===== src/rtl/uart_rx_core.sv =====
// uart_rx_core: 16x-oversampled UART receiver with 3-sample majority vote, parity/framing checks and a receive FIFO.
// Optional macro UART_RX_BREAK_EN: break frames raise status[3] and are not pushed.
module uart_rx_core #(
    parameter int FIFO_DEPTH  = 4,
    parameter int SYNC_STAGES = 2
) (
    input  logic        clk,
    input  logic        rst_n,
    input  logic [15:0] baudrate,
    input  logic [7:0]  control,
    input  logic        rxd,
    input  logic        read_rx,
    output logic        rx_valid,
    output logic [7:0]  rxdata,
    output logic [7:0]  status,
    output logic [2:0]  dbg_state_o
);
    localparam int AW = $clog2(FIFO_DEPTH);

    typedef enum logic [2:0] {
        S_IDLE   = 3'd0,
        S_START  = 3'd1,
        S_DATA   = 3'd2,
        S_PARITY = 3'd3,
        S_STOP   = 3'd4,
        S_BREAK  = 3'd5
    } state_e;

    logic rx_enable, parity_en, parity_odd, eight_bits, clear_errors;
    logic unused_control;
    assign rx_enable      = control[0];
    assign parity_en      = control[1];
    assign parity_odd     = control[2];
    assign eight_bits     = control[3];
    assign clear_errors   = control[4];
    assign unused_control = ^control[7:5];

    // The divider reloads its compare value only on wrap, so a baudrate change never stalls a count.
    logic [15:0] div_q, baud_q;
    logic        tick;
    assign tick = (div_q == baud_q);

    always_ff @(posedge clk or negedge rst_n) begin
        if (!rst_n) begin
            div_q  <= '0;
            baud_q <= '0;
        end else if (tick) begin
            div_q  <= '0;
            baud_q <= baudrate;
        end else begin
            div_q <= div_q + 16'd1;
        end
    end

    logic [SYNC_STAGES-1:0] sync_q;
    logic                   rxs;
    always_ff @(posedge clk or negedge rst_n) begin
        if (!rst_n) sync_q <= '1;
        else        sync_q <= {sync_q[SYNC_STAGES-2:0], rxd};
    end
    assign rxs = sync_q[SYNC_STAGES-1];

    state_e     state_q, state_d;
    logic [3:0] sub_q, sub_d;
    logic [2:0] bit_q, bit_d;
    logic [7:0] shreg_q, shreg_d;
    logic [1:0] samp_q, samp_d;
    logic       par_pend_q, par_pend_d;
    logic       vote, push_req, set_fe, set_pe;
    logic [2:0] last_bit;
`ifdef UART_RX_BREAK_EN
    logic       zero_q, zero_d, set_brk;
`endif

    assign vote     = (samp_q[0] & samp_q[1]) | (samp_q[0] & rxs) | (samp_q[1] & rxs);
    assign last_bit = eight_bits ? 3'd7 : 3'd6;

    always_ff @(posedge clk or negedge rst_n) begin
        if (!rst_n) begin
            state_q    <= S_IDLE;
            sub_q      <= '0;
            bit_q      <= '0;
            shreg_q    <= '0;
            samp_q     <= '0;
            par_pend_q <= 1'b0;
`ifdef UART_RX_BREAK_EN
            zero_q     <= 1'b0;
`endif
        end else begin
            state_q    <= state_d;
            sub_q      <= sub_d;
            bit_q      <= bit_d;
            shreg_q    <= shreg_d;
            samp_q     <= samp_d;
            par_pend_q <= par_pend_d;
`ifdef UART_RX_BREAK_EN
            zero_q     <= zero_d;
`endif
        end
    end

    always_comb begin
        state_d    = state_q;
        sub_d      = sub_q;
        bit_d      = bit_q;
        shreg_d    = shreg_q;
        samp_d     = samp_q;
        par_pend_d = par_pend_q;
        push_req   = 1'b0;
        set_fe     = 1'b0;
        set_pe     = 1'b0;
`ifdef UART_RX_BREAK_EN
        zero_d     = zero_q;
        set_brk    = 1'b0;
`endif
        if (tick) begin
            if (state_q != S_IDLE) sub_d = sub_q + 4'd1;
            if (sub_q == 4'd7) samp_d[0] = rxs;
            if (sub_q == 4'd8) samp_d[1] = rxs;
            case (state_q)
                S_IDLE: begin
                    if (!rxs && rx_enable) begin
                        state_d    = S_START;
                        sub_d      = '0;
                        shreg_d    = '0;
                        par_pend_d = 1'b0;
`ifdef UART_RX_BREAK_EN
                        zero_d     = 1'b1;
`endif
                    end
                end
                S_START: begin
                    if (sub_q == 4'd9 && vote) begin
                        state_d = S_IDLE;
                    end else if (sub_q == 4'd15) begin
                        state_d = S_DATA;
                        bit_d   = '0;
                    end
                end
                S_DATA: begin
                    // 7-bit frames shift into bit 6 so the first bit lands in bit 0 and bit 7 stays 0.
                    if (sub_q == 4'd9) begin
                        shreg_d = eight_bits ? {vote, shreg_q[7:1]} : {1'b0, vote, shreg_q[6:1]};
`ifdef UART_RX_BREAK_EN
                        if (vote) zero_d = 1'b0;
`endif
                    end
                    if (sub_q == 4'd15) begin
                        if (bit_q == last_bit) state_d = parity_en ? S_PARITY : S_STOP;
                        else                   bit_d   = bit_q + 3'd1;
                    end
                end
                S_PARITY: begin
                    if (sub_q == 4'd9) begin
                        if (vote != (^shreg_q ^ parity_odd)) par_pend_d = 1'b1;
`ifdef UART_RX_BREAK_EN
                        if (vote) zero_d = 1'b0;
`endif
                    end
                    if (sub_q == 4'd15) state_d = S_STOP;
                end
                S_STOP: begin
                    // Leave at mid-stop so a back-to-back start edge is not missed.
                    if (sub_q == 4'd9) begin
                        state_d = S_IDLE;
`ifdef UART_RX_BREAK_EN
                        if (!vote && zero_q) begin
                            set_brk = 1'b1;
                            state_d = S_BREAK;
                            sub_d   = '0;
                        end else begin
                            push_req = 1'b1;
                            set_fe   = !vote;
                            set_pe   = par_pend_q;
                        end
`else
                        push_req = 1'b1;
                        set_fe   = !vote;
                        set_pe   = par_pend_q;
`endif
                    end
                end
`ifdef UART_RX_BREAK_EN
                S_BREAK: begin
                    sub_d = rxs ? sub_q + 4'd1 : 4'd0;
                    if (rxs && sub_q == 4'd15) state_d = S_IDLE;
                end
`endif
                default: state_d = S_IDLE;
            endcase
        end
    end

    logic       push_q;
    logic [7:0] push_data_q;
    always_ff @(posedge clk or negedge rst_n) begin
        if (!rst_n) begin
            push_q      <= 1'b0;
            push_data_q <= '0;
        end else begin
            push_q <= push_req;
            if (push_req) push_data_q <= shreg_q;
        end
    end

    logic [7:0]  mem_q [FIFO_DEPTH];
    logic [AW:0] wr_q, rd_q, count;
    logic        empty, full, pop, wr_en, ovr_set;

    assign count   = wr_q - rd_q;
    assign empty   = (wr_q == rd_q);
    assign full    = (wr_q[AW] != rd_q[AW]) && (wr_q[AW-1:0] == rd_q[AW-1:0]);
    assign pop     = read_rx && !empty;
    assign wr_en   = push_q && (!full || pop);
    assign ovr_set = push_q && full && !pop;

    always_ff @(posedge clk or negedge rst_n) begin
        if (!rst_n) begin
            wr_q <= '0;
            rd_q <= '0;
            for (int i = 0; i < FIFO_DEPTH; i++) mem_q[i] <= '0;
        end else begin
            if (wr_en) begin
                mem_q[wr_q[AW-1:0]] <= push_data_q;
                wr_q                <= wr_q + 1'b1;
            end
            if (pop) rd_q <= rd_q + 1'b1;
        end
    end

    // Sticky flags: a set in the same cycle as clear_errors wins.
    logic ovr_q, fe_q, pe_q, brk_flag;
    always_ff @(posedge clk or negedge rst_n) begin
        if (!rst_n) begin
            ovr_q <= 1'b0;
            fe_q  <= 1'b0;
            pe_q  <= 1'b0;
        end else begin
            ovr_q <= ovr_set | (ovr_q & ~clear_errors);
            fe_q  <= set_fe  | (fe_q  & ~clear_errors);
            pe_q  <= set_pe  | (pe_q  & ~clear_errors);
        end
    end

`ifdef UART_RX_BREAK_EN
    logic brk_q;
    always_ff @(posedge clk or negedge rst_n) begin
        if (!rst_n) brk_q <= 1'b0;
        else        brk_q <= set_brk | (brk_q & ~clear_errors);
    end
    assign brk_flag = brk_q;
`else
    assign brk_flag = 1'b0;
`endif

    logic [4:0] count_ext;
    logic [3:0] count_sat;
    assign count_ext = 5'(count);
    assign count_sat = (count_ext > 5'd15) ? 4'hF : count_ext[3:0];

    assign rx_valid    = !empty;
    assign rxdata      = mem_q[rd_q[AW-1:0]];
    assign status      = {count_sat, brk_flag, pe_q, fe_q, ovr_q};
    assign dbg_state_o = state_q;
endmodule


===== config.mk =====
export PLATFORM = sky130hd
export DESIGN_NAME = uart_rx_core
export DESIGN_NICKNAME = d
export VERILOG_FILES = /design/src/rtl/uart_rx_core.sv
export SDC_FILE = /design/constraint.sdc
export NUM_CORES = 1
export LEC_CHECK = 0
export BUFFER_PORTS_ARGS = -buffer_cell sky130_fd_sc_hd__buf_2
export CAP_MARGIN = 20
export CORE_MARGIN = 8
export CORE_UTILIZATION = 32
export DETAILED_ROUTE_END_ITERATION = 10
export HOLD_SLACK_MARGIN = 0.02
export RECOVER_POWER = 50
export SETUP_SLACK_MARGIN = 0.1
export SLEW_MARGIN = 20
export SYNTH_ARGS = -nofsm -noshare
export SYNTH_HDL_FRONTEND = slang
export SYNTH_SLANG_ARGS = --single-unit

===== constraint.sdc =====
create_clock -name clk -period 3.1 [get_ports clk]
set_input_delay 0.155 -clock clk [delete_from_list [all_inputs] [get_ports clk]]
set_output_delay 0.155 -clock clk [all_outputs]
set_load 0.01 [all_outputs]

==> flow_summary_export.csv, run 1 <==
group,metric,value,unit
layout,final_nets,491,
synthesis,syn_area,0.00509,mm²
global_route,grt_pass1_vias,3297,
synthesis,synth_most_common_cell,"dfrtp_1",
timing,drv_slew,0,
drt,drt_iter0_drc,126,
outcome,status,"completed",
setup_path,slowest_stage,"nor4_4",
synthesis,yosysWarningCount,0,
clocking,clockRootBuffer,"clkbuf_16",
floorplan,fp.coreArea,0.0157,mm²
layout,drive_above_1_share,0.297,
placed_design,hpwl,6960,µm
clocking,clk_pin_slew,0.07,ns
floorplan,start_util,0.324,
placed_design,place_inst,653,
floorplan,rows,46,
timing,hold_viol_final,0,
drt,wirelength,9700,µm
synthesis,synth_cell_types,47,
drt,post_drt_wl_per_cell,14.4,µm
clocking,clockBufferDepth,2,
power_and_ir_drop,powerDensity,515,mW/mm²
timing,fin_tns_setup,0,ns
setup_path,worstSetupEndpointType,"flop",
global_route,grt_max_degree,61,
job,max-cap-violations,0,
setup_path,critPathMaxStageDelay,0.56,ns
floorplan,die_w,142,µm
timing,relSlewSlack,0.243,
synthesis,async_flop_share,1.00,
layout,fillers,1552,
timing,fin_crit_sh,0.794,
layout,layoutNonFillerInstCount,671,
setup_path,path_class,"flop to flop",
setup_path,cp.required,3.33,ns
floorplan,die_area,0.0202,mm²
clocking,cts_num_sinks,105,
clocking,numCtsBuffers,9,
synthesis,yosys.area.top_type,"dfrtp_1",
power_and_ir_drop,peakVddDrop,279,µV
timing,rsz0062_at_grt,"no",
global_route,grt_remaining_overflow,0,
clocking,htree_levels,3,
setup_path,worstSetupStartpointType,"flop",
clocking,ctsResizeCount,0,
floorplan,ios,48,
timing,worst_pin_slew,1.14,ns
min_path,min_path_type,"input pin to flop",
power_and_ir_drop,pwr-share-clk,0.376,
drt,drt_first_pass_iters,4,
synthesis,synth_commonest_cells,"dfrtp_1, mux2_2, xnor2_1",
synthesis,yosysSeqAreaShare,0.517,
placed_design,port_buffers,42,
timing,finalCriticalPeriod,2.46,ns
global_route,grt_pass1_wl,16800,µm
synthesis,synth_area_leaders,"dfrtp_1, mux2_2, xnor2_1, mux4_2, ha_1",
clocking,clk_latency,0.34,ns
synthesis,yosysTopAreaCellShare,0.507,
timing,setup_viol,0,
synthesis,ys_seq_elements,105,
power_and_ir_drop,intPower,2.24,mW
power_and_ir_drop,pwr-share-seq,0.496,
layout,antennaDiodeCount,0,
drt,drcViolationCount,0,
global_route,grt_usage,0.103,
synthesis,synth_ff_type,"dfrtp_1",
setup_path,crit_chain,"xnor2_1, nand4_1, nor4_4, buf_4, or3b_1, a221o_1",
clocking,cts_tree,"built",
power_and_ir_drop,switchingPower,0.761,mW
floorplan,die_h,142,µm
setup_path,worst_ep_arrival_time,2.69,ns
synthesis,synth_edf_count,0,
drt,vias,3166,
placed_design,globalplace.congestion,0.774,
drt,vias_per_cell,4.72,
drt,final_antenna_net_count,0,
power_and_ir_drop,p_leak,2.67,nW
power_and_ir_drop,combPwrFrac,0.128,
timing,max_freq,0.406,GHz
power_and_ir_drop,swShare,0.254,
synthesis,avgSynthCellArea,12.4,µm²
timing,skew,0.00609,ns
setup_path,critical_path.max_fanout,15,
global_route,antenna_found_initial,0,
layout,area_growth,14.3,%
synthesis,synthCells,409,
## cells by family after synthesis
group | Yosys count | synth area share
adders and majority gates | 14 | 0.0354
and+or+nand+nor | 97 | 0.100
muxes | 77 | 0.187
DFF | 105 | 0.517
buffers and inverters | 36 | 0.0347
other | 1 | 0.000737
AOI/OAI and AO/OA | 38 | 0.0512
xor gates and xnor gates | 41 | 0.0733
## state kept, by name, summed over array words and instances, names as in the netlist
register / flops
pe_q: 1
dbg_state_o: 3
sub_q: 4
bit_q: 3
div_q: 16
mem_q: 32
push_q: 1
shreg_q: 8
wr_q: 3
rd_q: 3
baud_q: 16
samp_q: 2
par_pend_q: 1
ovr_q: 1
push_data_q: 8
fe_q: 1
sync_q: 2
## worst max-delay path, delay by kind of cell (launching register included)
family / cells / cell delay (ns)
buffers and inverters: 1 / 0.30
AOI/OAI and AO/OA: 1 / 0.31
xor gates and xnor gates: 1 / 0.16
and+or+nand+nor: 3 / 1.15
DFF: 1 / 0.43
## power by group through the flow
stage / logic (mW) / clock network [mW] / registers, mW
floorplan: 0.256 / 0 / 1.50
global placement: 0.388 / 0 / 1.51
detailed placement: 0.394 / 0 / 1.51
CTS: 0.395 / 1.16 / 1.49
global route: 0.437 / 1.22 / 1.49
finish: 0.384 / 1.13 / 1.49
## worst paths after layout
check	slack [ns]	start	cells after the start	end
worst min register to register	0.37	sync_q[0]	0	sync_q[1]
worst max-delay path	0.64	div_q[10]	6	bit_q[2]
min in group asynchronous	0.58	rst_n	2	mem_q[25]
max in group asynchronous	1.59	rst_n	3	sync_q[1]
worst min-delay path	0.04	baudrate[12]	2	baud_q[12]
worst max register to register	0.64	div_q[10]	6	bit_q[2]
## per-stage QoR
stage	worst slack [ns]	utilization	power [mW]	hold WS [ns]	cell area [µm²]
6_report	0.637	0.370	3.00	0.0402	5810
5_1_grt	0.438	0.370	3.15	0.0229	5810
4_1_cts	0.642	0.371	3.04	0.0281	5820
3_5_place_dp	0.660	0.350	1.90	0.205	5510
3_3_place_gp	0.680	0.350	1.90	0.193	5510
2_1_floorplan	0.898	-	1.76	-0.141	5090
## routing by layer
metal | track usage | routed length, µm
met3 | 0.0325 | 468
met1 | 0.132 | 4550
met4 | 0.0271 | 70
met5 | 0 | 0
met2 | 0.163 | 4610
## final cells by class
class | count | area, µm² | share of cell area
sequential | 105 | 2630 | 0.452
multi-input combinational | 269 | 2280 | 0.393
timing repair buffer | 49 | 273 | 0.0469
tap | 216 | 270 | 0.0465
clock buffer | 9 | 225 | 0.0387
clock inverter | 7 | 71.3 | 0.0123
inverter | 16 | 60.1 | 0.0103
## placed cells by master, fill, tap and decap left out, types with 8 or more instances in the layout
cell / n
inv_1: 16
nand4_1: 8
mux2_2: 65
buf_2: 35
mux4_2: 8
nor2_1: 24
xnor2_1: 34
a21oi_1: 8
nand3_1: 10
clkbuf_16: 9
o21ai_0: 9
nand2_1: 20
dfrtp_1: 103
ha_1: 12
## repair_timing
| action | in CTS | in global routing |
|---|---|---|
| endpoints found under the hold margin | 46 | 0 |
| setup buffers | 0 | 0 |
| hold buffers | 2 | 0 |
No activity file was read; power rests on OpenSTA's default activity.
==> inputs of run 2 (changes only) <==
ABC_AREA = 1   (was not set)
clock period = 2.05 ns   (was 3.1 ns; I/O delays follow)
==> run 2 against run 1 <==
Net effect: sequential power grew 42%; combinational power grew to 2.7 times the previous value; sequential share of layout area fell by 4.4 points; register-to-register slack got worse by 0.39 ns; highest routed layer unchanged.
==> flow_summary_export.csv, run 2 <==
group,metric,value,unit
outcome,status,"completed",
synthesis,synth_most_common_cell,"nand2_1",
layout,final_cell_mix,"nand2_1, dfrtp_1, o21ai_0",
synthesis,synth_commonest_cells,"nand2_1, dfrtp_1, o21ai_0",
synthesis,synthCells,695,
setup_path,worstSetupStartpointType,"flop",
layout,regMostFlops,"mem_q",
layout,drive_above_1_share,0.139,
placed_design,place_ws,0.0234,ns
synthesis,synth_cell_types,34,
timing,relSlewSlack,0.487,
floorplan,ios,48,
timing,rsz0062_at_grt,"yes",
drt,final_antenna_net_count,0,
drt,vias,4462,
global_route,grt_usage,0.123,
timing,fin_tns_setup,0,ns
power_and_ir_drop,combPwrFrac,0.209,
global_route,grt_remaining_overflow,0,
power_and_ir_drop,swShare,0.287,
timing,finalCriticalPeriod,1.84,ns
clocking,cts_num_sinks,105,
timing,max_freq,0.545,GHz
drt,drcViolationCount,0,
synthesis,async_flop_share,1.00,
global_route,grt_pass1_vias,4364,
timing,setup_viol,0,
timing,fin_crit_sh,0.896,
floorplan,die_h,146,µm
synthesis,synth_edf_count,0,
power_and_ir_drop,powerDensity,757,mW/mm²
setup_path,cp.required,1.95,ns
placed_design,globalplace.congestion,0.791,
timing,layout_setup_ws,0.214,ns
job,max-cap-violations,0,
timing,hold_viol_final,0,
power_and_ir_drop,pwr-share-clk,0.355,
synthesis,synth_ff_type,"dfrtp_1",
drt,vias_per_cell,4.50,
layout,final_nets,807,
power_and_ir_drop,pwr-share-seq,0.436,
setup_path,critical_path.max_fanout,18,
synthesis,ys_seq_elements,105,
drt,wirelength,12500,µm
placed_design,port_buffers,42,
clocking,clockBufferDepth,2,
synthesis,syn_area,0.00541,mm²
drt,post_drt_wl_per_cell,12.6,µm
drt,drt_first_pass_iters,4,
floorplan,fp.coreArea,0.0166,mm²
timing,drv_slew,0,
clocking,clk_latency,0.35,ns
timing,worst_pin_slew,0.769,ns
layout,area_growth,19.0,%
floorplan,rows,47,
min_path,min_path_type,"input pin to flop",
layout,final_common_cell,"nand2_1",
synthesis,yosysWarningCount,0,
timing,hold_slack,0.0460,ns
global_route,grt_pass1_wl,21700,µm
floorplan,die_area,0.0213,mm²
synthesis,synth_area_leaders,"dfrtp_1, nand2_1, o21ai_0, inv_1, nor2_1",
clocking,htree_levels,3,
clocking,clockRootBuffer,"clkbuf_16",
layout,antennaDiodeCount,0,
floorplan,start_util,0.326,
setup_path,path_class,"flop to output pin",
global_route,antenna_found_initial,0,
power_and_ir_drop,p_leak,3.25,nW
setup_path,worstSetupEndpointType,"output pin",
power_and_ir_drop,peakVddDrop,624,µV
power_and_ir_drop,switchingPower,1.40,mW
clocking,cts_tree,"built",
clocking,clk_pin_slew,0.07,ns
synthesis,avgSynthCellArea,7.79,µm²
synthesis,yosys.area.top_type,"dfrtp_1",
setup_path,worst_ep_arrival_time,1.73,ns
floorplan,die_w,146,µm
global_route,grt_max_degree,42,
synthesis,yosysSeqAreaShare,0.486,
placed_design,hpwl,8620,µm
clocking,numCtsBuffers,9,
power_and_ir_drop,intPower,3.47,mW
timing,skew,0.00548,ns
drt,drt_iter0_drc,249,
layout,fin_util,0.388,
synthesis,yosysTopAreaCellShare,0.476,
layout,largest_reg_flops,32,
layout,top_regs,"mem_q: 32 flops, baud_q: 16 flops, div_q: 16 flops",
[run 2: worst max-delay path: stages, from the launching register on]
cell and delay, ns:
dfrtp_1 0.39, buf_6 0.20, clkinvlp_4 0.17, buf_4 0.18, o21ai_0 0.14, o22ai_1 0.13, buf_2 0.17
[run 2: power by group through the flow]
stage          clock network [mW]  registers [mW]  logic (mW)
4_1_cts                      1.80            2.12       0.959
3_3_place_gp                    0            2.16       0.915
6_report                     1.73            2.12        1.02
5_1_grt                      1.88            2.13        1.13
2_1_floorplan                   0            2.18       0.492
3_5_place_dp                    0            2.16       0.921
[run 2: what timing repair did]
item | CTS | global route
endpoints found under the hold margin | 48 | 0
gates resized for setup | 5 | 16
hold buffers | 19 | 0
setup buffers | 0 | 5
endpoints found under the setup margin | 30 | 89
cloned | 0 | 0
[run 2: path summary, 6_finish.rpt]
path | start | to | slack [ns] | depth (start not counted)
hold / removal | control[1] | dbg_state_o[2] | 0.05 | 4
setup / recovery | rd_q[0] | rxdata[7] | 0.21 | 6
min in group asynchronous | rst_n | baud_q[11] | 0.37 | 2
hold reg to reg | sync_q[0] | sync_q[1] | 0.36 | 0
max in group asynchronous | rst_n | div_q[0] | 0.54 | 3
setup reg to reg | wr_q[0] | mem_q[30] | 0.25 | 7
[run 2: kinds of logic (layout without fill, tap and decap cells)]
family / after synthesis / in the layout / synth area share
AND/OR/NAND/NOR: 345 / 345 / 0.257
AO/OA/AOI/OAI: 120 / 120 / 0.120
flip-flops: 105 / 105 / 0.486
buffers and inverters: 96 / 171 / 0.0804
XOR/XNOR: 15 / 15 / 0.0243
adder cells (fa/ha/maj): 13 / 13 / 0.0314
other: 1 / 2 / 0.000693
[run 2: cell type report]
type | count | area [µm²]
Sequential cell | 105 | 2630
Clock inverter | 6 | 67.6
Inverter | 76 | 294
Clock buffer | 10 | 229
Timing Repair Buffer | 79 | 539
Fill cell | 1741 | 10100
Multi-Input combinational cell | 495 | 2410
Tap cell | 220 | 275
[run 2: stage by stage]
stage          std cells  total power, mW  area [µm²]
2_1_floorplan        696             2.68        5420
3_3_place_gp         951             3.07        5880
3_5_place_dp         951             3.08        5880
4_1_cts              986             4.88        6380
5_1_grt              991             5.13        6440
6_report             991             4.87        6440
[run 2: per-layer routing]
layer	wire (µm)	share of wire	GRT usage	up-vias
met5	0	0	0	-
met4	163	0.013	0.0319	0
met3	458	0.037	0.0362	12
met2	5540	0.45	0.190	72
met1	6290	0.50	0.165	2040
li1	-	-	-	2338
